===== config.mk =====
export PLATFORM = sky130hd
export DESIGN_NAME = local_timestamp_sync
export DESIGN_NICKNAME = d
export VERILOG_FILES = /design/src/rtl/timestamp_pkg.sv /design/src/rtl/ts_step_clamp.sv /design/src/rtl/local_timestamp_sync.sv
export SDC_FILE = /design/constraint.sdc
export NUM_CORES = 1
export LEC_CHECK = 0
export BUFFER_PORTS_ARGS = -buffer_cell sky130_fd_sc_hd__buf_2
export CORE_MARGIN = 2
export CORE_UTILIZATION = 53
export CTS_CLUSTER_SIZE = 30
export DETAILED_ROUTE_END_ITERATION = 10
export GPL_TIMING_DRIVEN = 0
export PLACE_DENSITY = 0.76
export SLEW_MARGIN = 15
export SYNTH_ARGS = -nofsm -noshare
export SYNTH_HDL_FRONTEND = slang
export SYNTH_SLANG_ARGS = --single-unit

===== constraint.sdc =====
create_clock -name clock -period 21.8 [get_ports clock]
set_clock_uncertainty 0.15 [all_clocks]
set_input_delay 4.36 -clock clock [delete_from_list [all_inputs] [get_ports clock]]
set_output_delay 4.36 -clock clock [all_outputs]
set_load 0.02 [all_outputs]

===== src/rtl/timestamp_pkg.sv =====
// Shared timestamp types for the port timestamp exchange.
//   WIDTH        : timestamp width in bits
//   timestamp_t  : WIDTH-bit unsigned timestamp
//   sync_state_t : per-port resync state (INIT waits for a first sample, RUN free-runs)
//   HOLDOFF_W    : width of the post-sample holdoff counter (holdoff range 0..15)
//   sat_inc16    : 16-bit saturating increment used for sample counters
`timescale 1ns/1ps
package timestamp_pkg;

  localparam int WIDTH     = 53;
  localparam int HOLDOFF_W = 4;

  typedef logic [WIDTH-1:0] timestamp_t;

  typedef enum logic {
    INIT = 1'b0,
    RUN  = 1'b1
  } sync_state_t;

  function automatic logic [15:0] sat_inc16(input logic [15:0] value);
    return (value == 16'hFFFF) ? value : value + 16'd1;
  endfunction

endpackage


===== src/rtl/ts_step_clamp.sv =====
// Forward-only step limiter for the local timestamp.
// Given the local value L, the offered global value G and the largest
// allowed forward jump, returns the base the counter should move to
// (before the per-cycle increment is added).
//   local_ts  : current local timestamp L
//   global_ts : offered global timestamp G
//   max_step  : largest permitted forward jump
//   next_base : L when G<=L, G when 0<G-L<=max_step, L+max_step otherwise
//   ahead     : G > L (the sample would move the counter)
//   clamped   : G-L exceeded max_step and the jump was limited
`timescale 1ns/1ps
module ts_step_clamp #(
  parameter int WIDTH = timestamp_pkg::WIDTH
) (
  input  logic [WIDTH-1:0] local_ts,
  input  logic [WIDTH-1:0] global_ts,
  input  logic [WIDTH-1:0] max_step,
  output logic [WIDTH-1:0] next_base,
  output logic             ahead,
  output logic             clamped
);

  logic [WIDTH-1:0] diff;

  // Plain unsigned compare: wrap of a 53-bit counter is never reached in service.
  assign ahead   = global_ts > local_ts;
  assign diff    = global_ts - local_ts;
  assign clamped = ahead && (diff > max_step);

  always_comb begin
    if (!ahead) begin
      next_base = local_ts;
    end else if (clamped) begin
      next_base = local_ts + max_step;
    end else begin
      next_base = global_ts;
    end
  end

endmodule


===== src/rtl/local_timestamp_sync.sv =====
// Per-port local timestamp counter, resynchronised forward to the
// registered global maximum timestamp.
//   clock            : block clock
//   reset_n          : asynchronous active-low reset
//   enable           : port enable; low freezes the counter and returns to INIT
//   global_valid     : global_timestamp valid this cycle
//   global_timestamp : registered global maximum timestamp
//   global_ready     : a sample is accepted this cycle if global_valid is high
//   timestamp_local  : local timestamp counter (sampled by the max block)
//   adjust_pulse     : one-cycle pulse, the counter was moved by a sample
//   jump_error       : one-cycle pulse, a forward jump was clamped to MAX_STEP
//   sync_count       : accepted samples, saturating at 16'hFFFF
`timescale 1ns/1ps
module local_timestamp_sync
  import timestamp_pkg::*;
#(
  parameter int               WIDTH    = timestamp_pkg::WIDTH,
  parameter logic [WIDTH-1:0] INC      = 1,
  parameter logic [WIDTH-1:0] MAX_STEP = 1024,
  parameter int unsigned      HOLDOFF  = 4
) (
  input  logic             clock,
  input  logic             reset_n,
  input  logic             enable,
  input  logic             global_valid,
  input  logic [WIDTH-1:0] global_timestamp,
  output logic             global_ready,
  output logic [WIDTH-1:0] timestamp_local,
  output logic             adjust_pulse,
  output logic             jump_error,
  output logic [15:0]      sync_count
);

  localparam logic [HOLDOFF_W-1:0] HOLDOFF_LOAD = HOLDOFF_W'(HOLDOFF);

  sync_state_t          state;
  logic [HOLDOFF_W-1:0] holdoff;
  logic [HOLDOFF_W-1:0] holdoff_next;
  logic                 ready_q;
  logic                 accept;
  logic [WIDTH-1:0]     next_base;
  logic                 ahead;
  logic                 clamped;

  ts_step_clamp #(.WIDTH(WIDTH)) u_step_clamp (
    .local_ts  (timestamp_local),
    .global_ts (global_timestamp),
    .max_step  (MAX_STEP),
    .next_base (next_base),
    .ahead     (ahead),
    .clamped   (clamped)
  );

  // ready_q is the registered "holdoff expired" flag and is cleared by reset,
  // so global_ready is low during reset; enable gates it directly so that a
  // disabled port never advertises readiness.
  assign global_ready = enable && ready_q;
  assign accept       = global_valid && global_ready;

  // NOTE: every signal driven in always_comb gets a value on every path,
  // otherwise synthesis infers a latch to hold the missing case.
  always_comb begin
    holdoff_next = holdoff;
    if (accept) begin
      holdoff_next = HOLDOFF_LOAD;
    end else if (holdoff != '0) begin
      holdoff_next = holdoff - 1'b1;
    end
  end

  // NOTE: sequential state uses non-blocking assignments so every flop
  // samples the pre-edge values regardless of statement order.
  always_ff @(posedge clock or negedge reset_n) begin
    if (!reset_n) begin
      state           <= INIT;
      holdoff         <= '0;
      ready_q         <= 1'b0;
      timestamp_local <= '0;
      adjust_pulse    <= 1'b0;
      jump_error      <= 1'b0;
      sync_count      <= '0;
    end else begin
      holdoff      <= holdoff_next;
      ready_q      <= (holdoff_next == '0);
      adjust_pulse <= 1'b0;
      jump_error   <= 1'b0;

      if (!enable) begin
        // Counter holds its value; the next enabled sample reloads it.
        state <= INIT;
      end else begin
        unique case (state)
          INIT: begin
            if (accept) begin
              timestamp_local <= global_timestamp + INC;
              adjust_pulse    <= 1'b1;
              sync_count      <= sat_inc16(sync_count);
              state           <= RUN;
            end
          end
          RUN: begin
            if (accept) begin
              // Stale samples (G<=L) give next_base==L: plain increment.
              timestamp_local <= next_base + INC;
              adjust_pulse    <= ahead;
              jump_error      <= clamped;
              sync_count      <= sat_inc16(sync_count);
            end else begin
              timestamp_local <= timestamp_local + INC;
            end
          end
          default: state <= INIT;
        endcase
      end
    end
  end

endmodule


==> results.md <==
* Run status: complete, no violations
* Syn nets at 1,582
* Routability congestion estimate at 1.03
* CP startpoint kind: input port
* Total number of vias at 12.4k
* DR iter-0 viols at 1,543
* Largest family of logic cells by synthesized area: simple AND/OR/NAND/NOR gates
* Gr busiest metal: met2
* Total power per unit cell area at 133 nW/um^2
* Hold wc startpoint: sync_count[12]
* Most frequent cells in the layout: 166 x nand2_1, 151 x buf_2, 129 x nor2_1
* Initial antenna violation count at 2
* Setup CP Type: input port to flop
* Reg clk slew, reported paths at 0.06 ns
* CP startpoint: global_timestamp[27]
* DIE AREA at 20,800 um^2
* Drc violations at 0
* Post-synthesis simple-gate area fraction at 0.297
* Post-synthesis sequential area ratio at 0.184
* CP max stage cell: buf_1
* Placed Area at 11,400 um^2
* CP endpoint kind: flop
* Wirelength per Cell at 21.9 um
* Met2 Track Usage GR at 0.589
* Initial core utilization at 0.538
* Ys Warns at 0
* Cells after Synth at 1,467
* Final Cycle Share at 0.585
* Drt pass-1 iters at 5
* Syn_area_per_cell at 7.12 um^2
* Slew HR at 0.435
* Post-Synth XOR/XNOR Area at 0.0864
* Met3 Resource Use GR at 0.0874
* Setup violators final at 0
* Max-slew violations at 0
* Total grt overflow at 0
* Ys flop type: dfrtp_1
* Post-DP HPWL at 32,900 um
* Critical R2R Launch: timestamp_local[40]
* Post-layout min period at 12.74 ns
* CTS resizes at 0
* Total track usage at 0.389
* Unrepaired setup endpoints after global routing: false
* Synth Register Bits at 77
* Routed vias/inst at 6.58
* Asr flop ratio synth at 1.00
* # H-tree levels at 3
* Total Wirelength at 41,100 um
* Synth-to-layout area growth at 12.5%
* Die width at 144 um
* Finished Layout Cells at 1,879
* Die height at 144 um
* Clk Latency, worst-skew pair at 0.34 ns
* Hold Buf Count CTS at 0
* Worst VDD drop at 0.0815 mV
* Core Area at 19,400 um^2
* Fin nets at 1,722
* Clock Sinks at 77
* Antenna Nets Post-Route at 0
* Post-CTS Setup Inserts at 0
* Max Cap Viol at 0
* Fin Setup TNS at 0 ns
* I/O Buffers at 128
* F_max at 0.0785 GHz
* CTS tree: yes
* Synth Cell Area at 10,400 um^2
* Vias in the first global route at 11.1k
* Worst endpoint required time at 21.91 ns
* Crit path DAT at 12.86 ns
* Placed cell count at 1,861
* M1 GR Usage at 0.540
* CP peak stage delay at 0.69 ns
* Synth Area in Compound Gates at 0.265
* Pin count of the biggest net entering global routing at 44
* Cell Rows at 51
* Multiplexer share of the synthesized area at 0.0333
* Synth unique cells at 95
* CTS Buf Count at 9
* Critical path fanouts, max at 10
* Clock Path Buffers at 2
* First-pass GRT wire length at 62,200 um
* Fraction of layout instances using a drive strength above 1 at 0.142
* Pleak at 4.81 nW
* I/O pin cnt at 129
* Hold Path Class: flop to flop
* Commonest non-fill, non-tap cell in the layout: nand2_1
* Final hold viol count at 0
* Post-synth EDFFs at 0
* Adder-Cell Fraction of Synth Area at 0.0702
* Final instance area at 11,800 um^2
* Worst-Margin Slew at 0.847 ns
* Clk root buf: clkbuf_16
-- kinds of logic after synthesis --
family,after synthesis
AO/OA/AOI/OAI,429
XOR/XNOR,103
adder cells (fa/ha/maj),58
buffers and inverters,161
flip-flops,77
multiplexers,34
AND/OR/NAND/NOR,605
-- flip-flops by register name (all words and copies together) (netlist names) --
signal           cells
adjust_pulse         1
holdoff              4
jump_error           1
ready_q              1
state                1
sync_count          16
timestamp_local     53
-- synth_stat cells (14+ instances only) --
library cell	number	area, um^2
dfrtp_1	77	1930
buf_2	24	120
nor4_1	23	144
a21o_1	16	120
nor3_1	59	295
inv_1	84	315
nand4_1	53	332
ha_1	57	713
and3_1	17	106
mux2i_1	28	280
a211oi_1	23	173
o21ai_1	22	110
nor2_1	129	484
a21oi_1	112	561
nand2_1	166	623
o21ai_0	94	470
xnor2_1	74	648
clkbuf_1	39	146
a31oi_1	29	181
o22ai_1	14	87.6
xor2_1	29	254
nand3_1	72	360
-- cell type report --
type / count / area, um^2
antenna: 2 / 5.00
fill: 1881 / 7650
buffer: 75 / 347
multi-input combinational: 1229 / 7850
tap: 265 / 332
inverter: 86 / 323
timing repair buffer: 129 / 671
clock buffer: 10 / 229
clock inverter: 6 / 70.1
sequential: 77 / 1930
-- power by group --
| group | total (mW) | internal, mW | switching (mW) | leakage [nW] |
|---|---|---|---|---|
| clock network | 0.155 | 0.0897 | 0.0658 | 0.136 |
| logic | 1.12 | 0.375 | 0.741 | 3.72 |
| registers | 0.287 | 0.199 | 0.0884 | 0.954 |
| total | 1.56 | 0.663 | 0.895 | 4.81 |
-- per-stage QoR --
| step | setup WS (ns) | util | power [mW] | hold slack (ns) |
|---|---|---|---|---|
| after floorplan | 11.03 | - | 1.03 | 0.360 |
| after global placement | 8.92 | 0.588 | 1.35 | 0.332 |
| after detailed placement | 9.01 | 0.590 | 1.36 | 0.331 |
| after CTS | 9.33 | 0.605 | 1.52 | 0.351 |
| after global routing | 8.64 | 0.606 | 1.66 | 0.370 |
| final | 9.06 | 0.606 | 1.56 | 0.355 |
-- worst paths after layout --
check | endpoint | slack (ns) | depth (start not counted)
worst max-delay path | timestamp_local[46] | 9.06 | 30
worst min-delay path | sync_count[12] | 0.35 | 1
worst max register to register | timestamp_local[46] | 12.45 | 31
worst min register to register | sync_count[12] | 0.35 | 1
max in group asynchronous | timestamp_local[32] | 17.05 | 2
min in group asynchronous | timestamp_local[6] | 3.84 | 1
-- routing by layer --
metal	routed length, um	vias up
li1	-	5685
met1	17300	5830
met2	17800	751
met3	4530	101
met4	1480	0
met5	0	-
-- critical path: cells and delay by family --
| family | cells | cell delay [ns] |
|---|---|---|
| AND/OR/NAND/NOR | 9 | 2.98 |
| buffers and inverters | 10 | 2.91 |
| AO/OA/AOI/OAI | 8 | 1.80 |
| adder cells (fa/ha/maj) | 2 | 0.67 |
| multiplexers | 1 | 0.09 |
(Power assumes the default switching activity.)
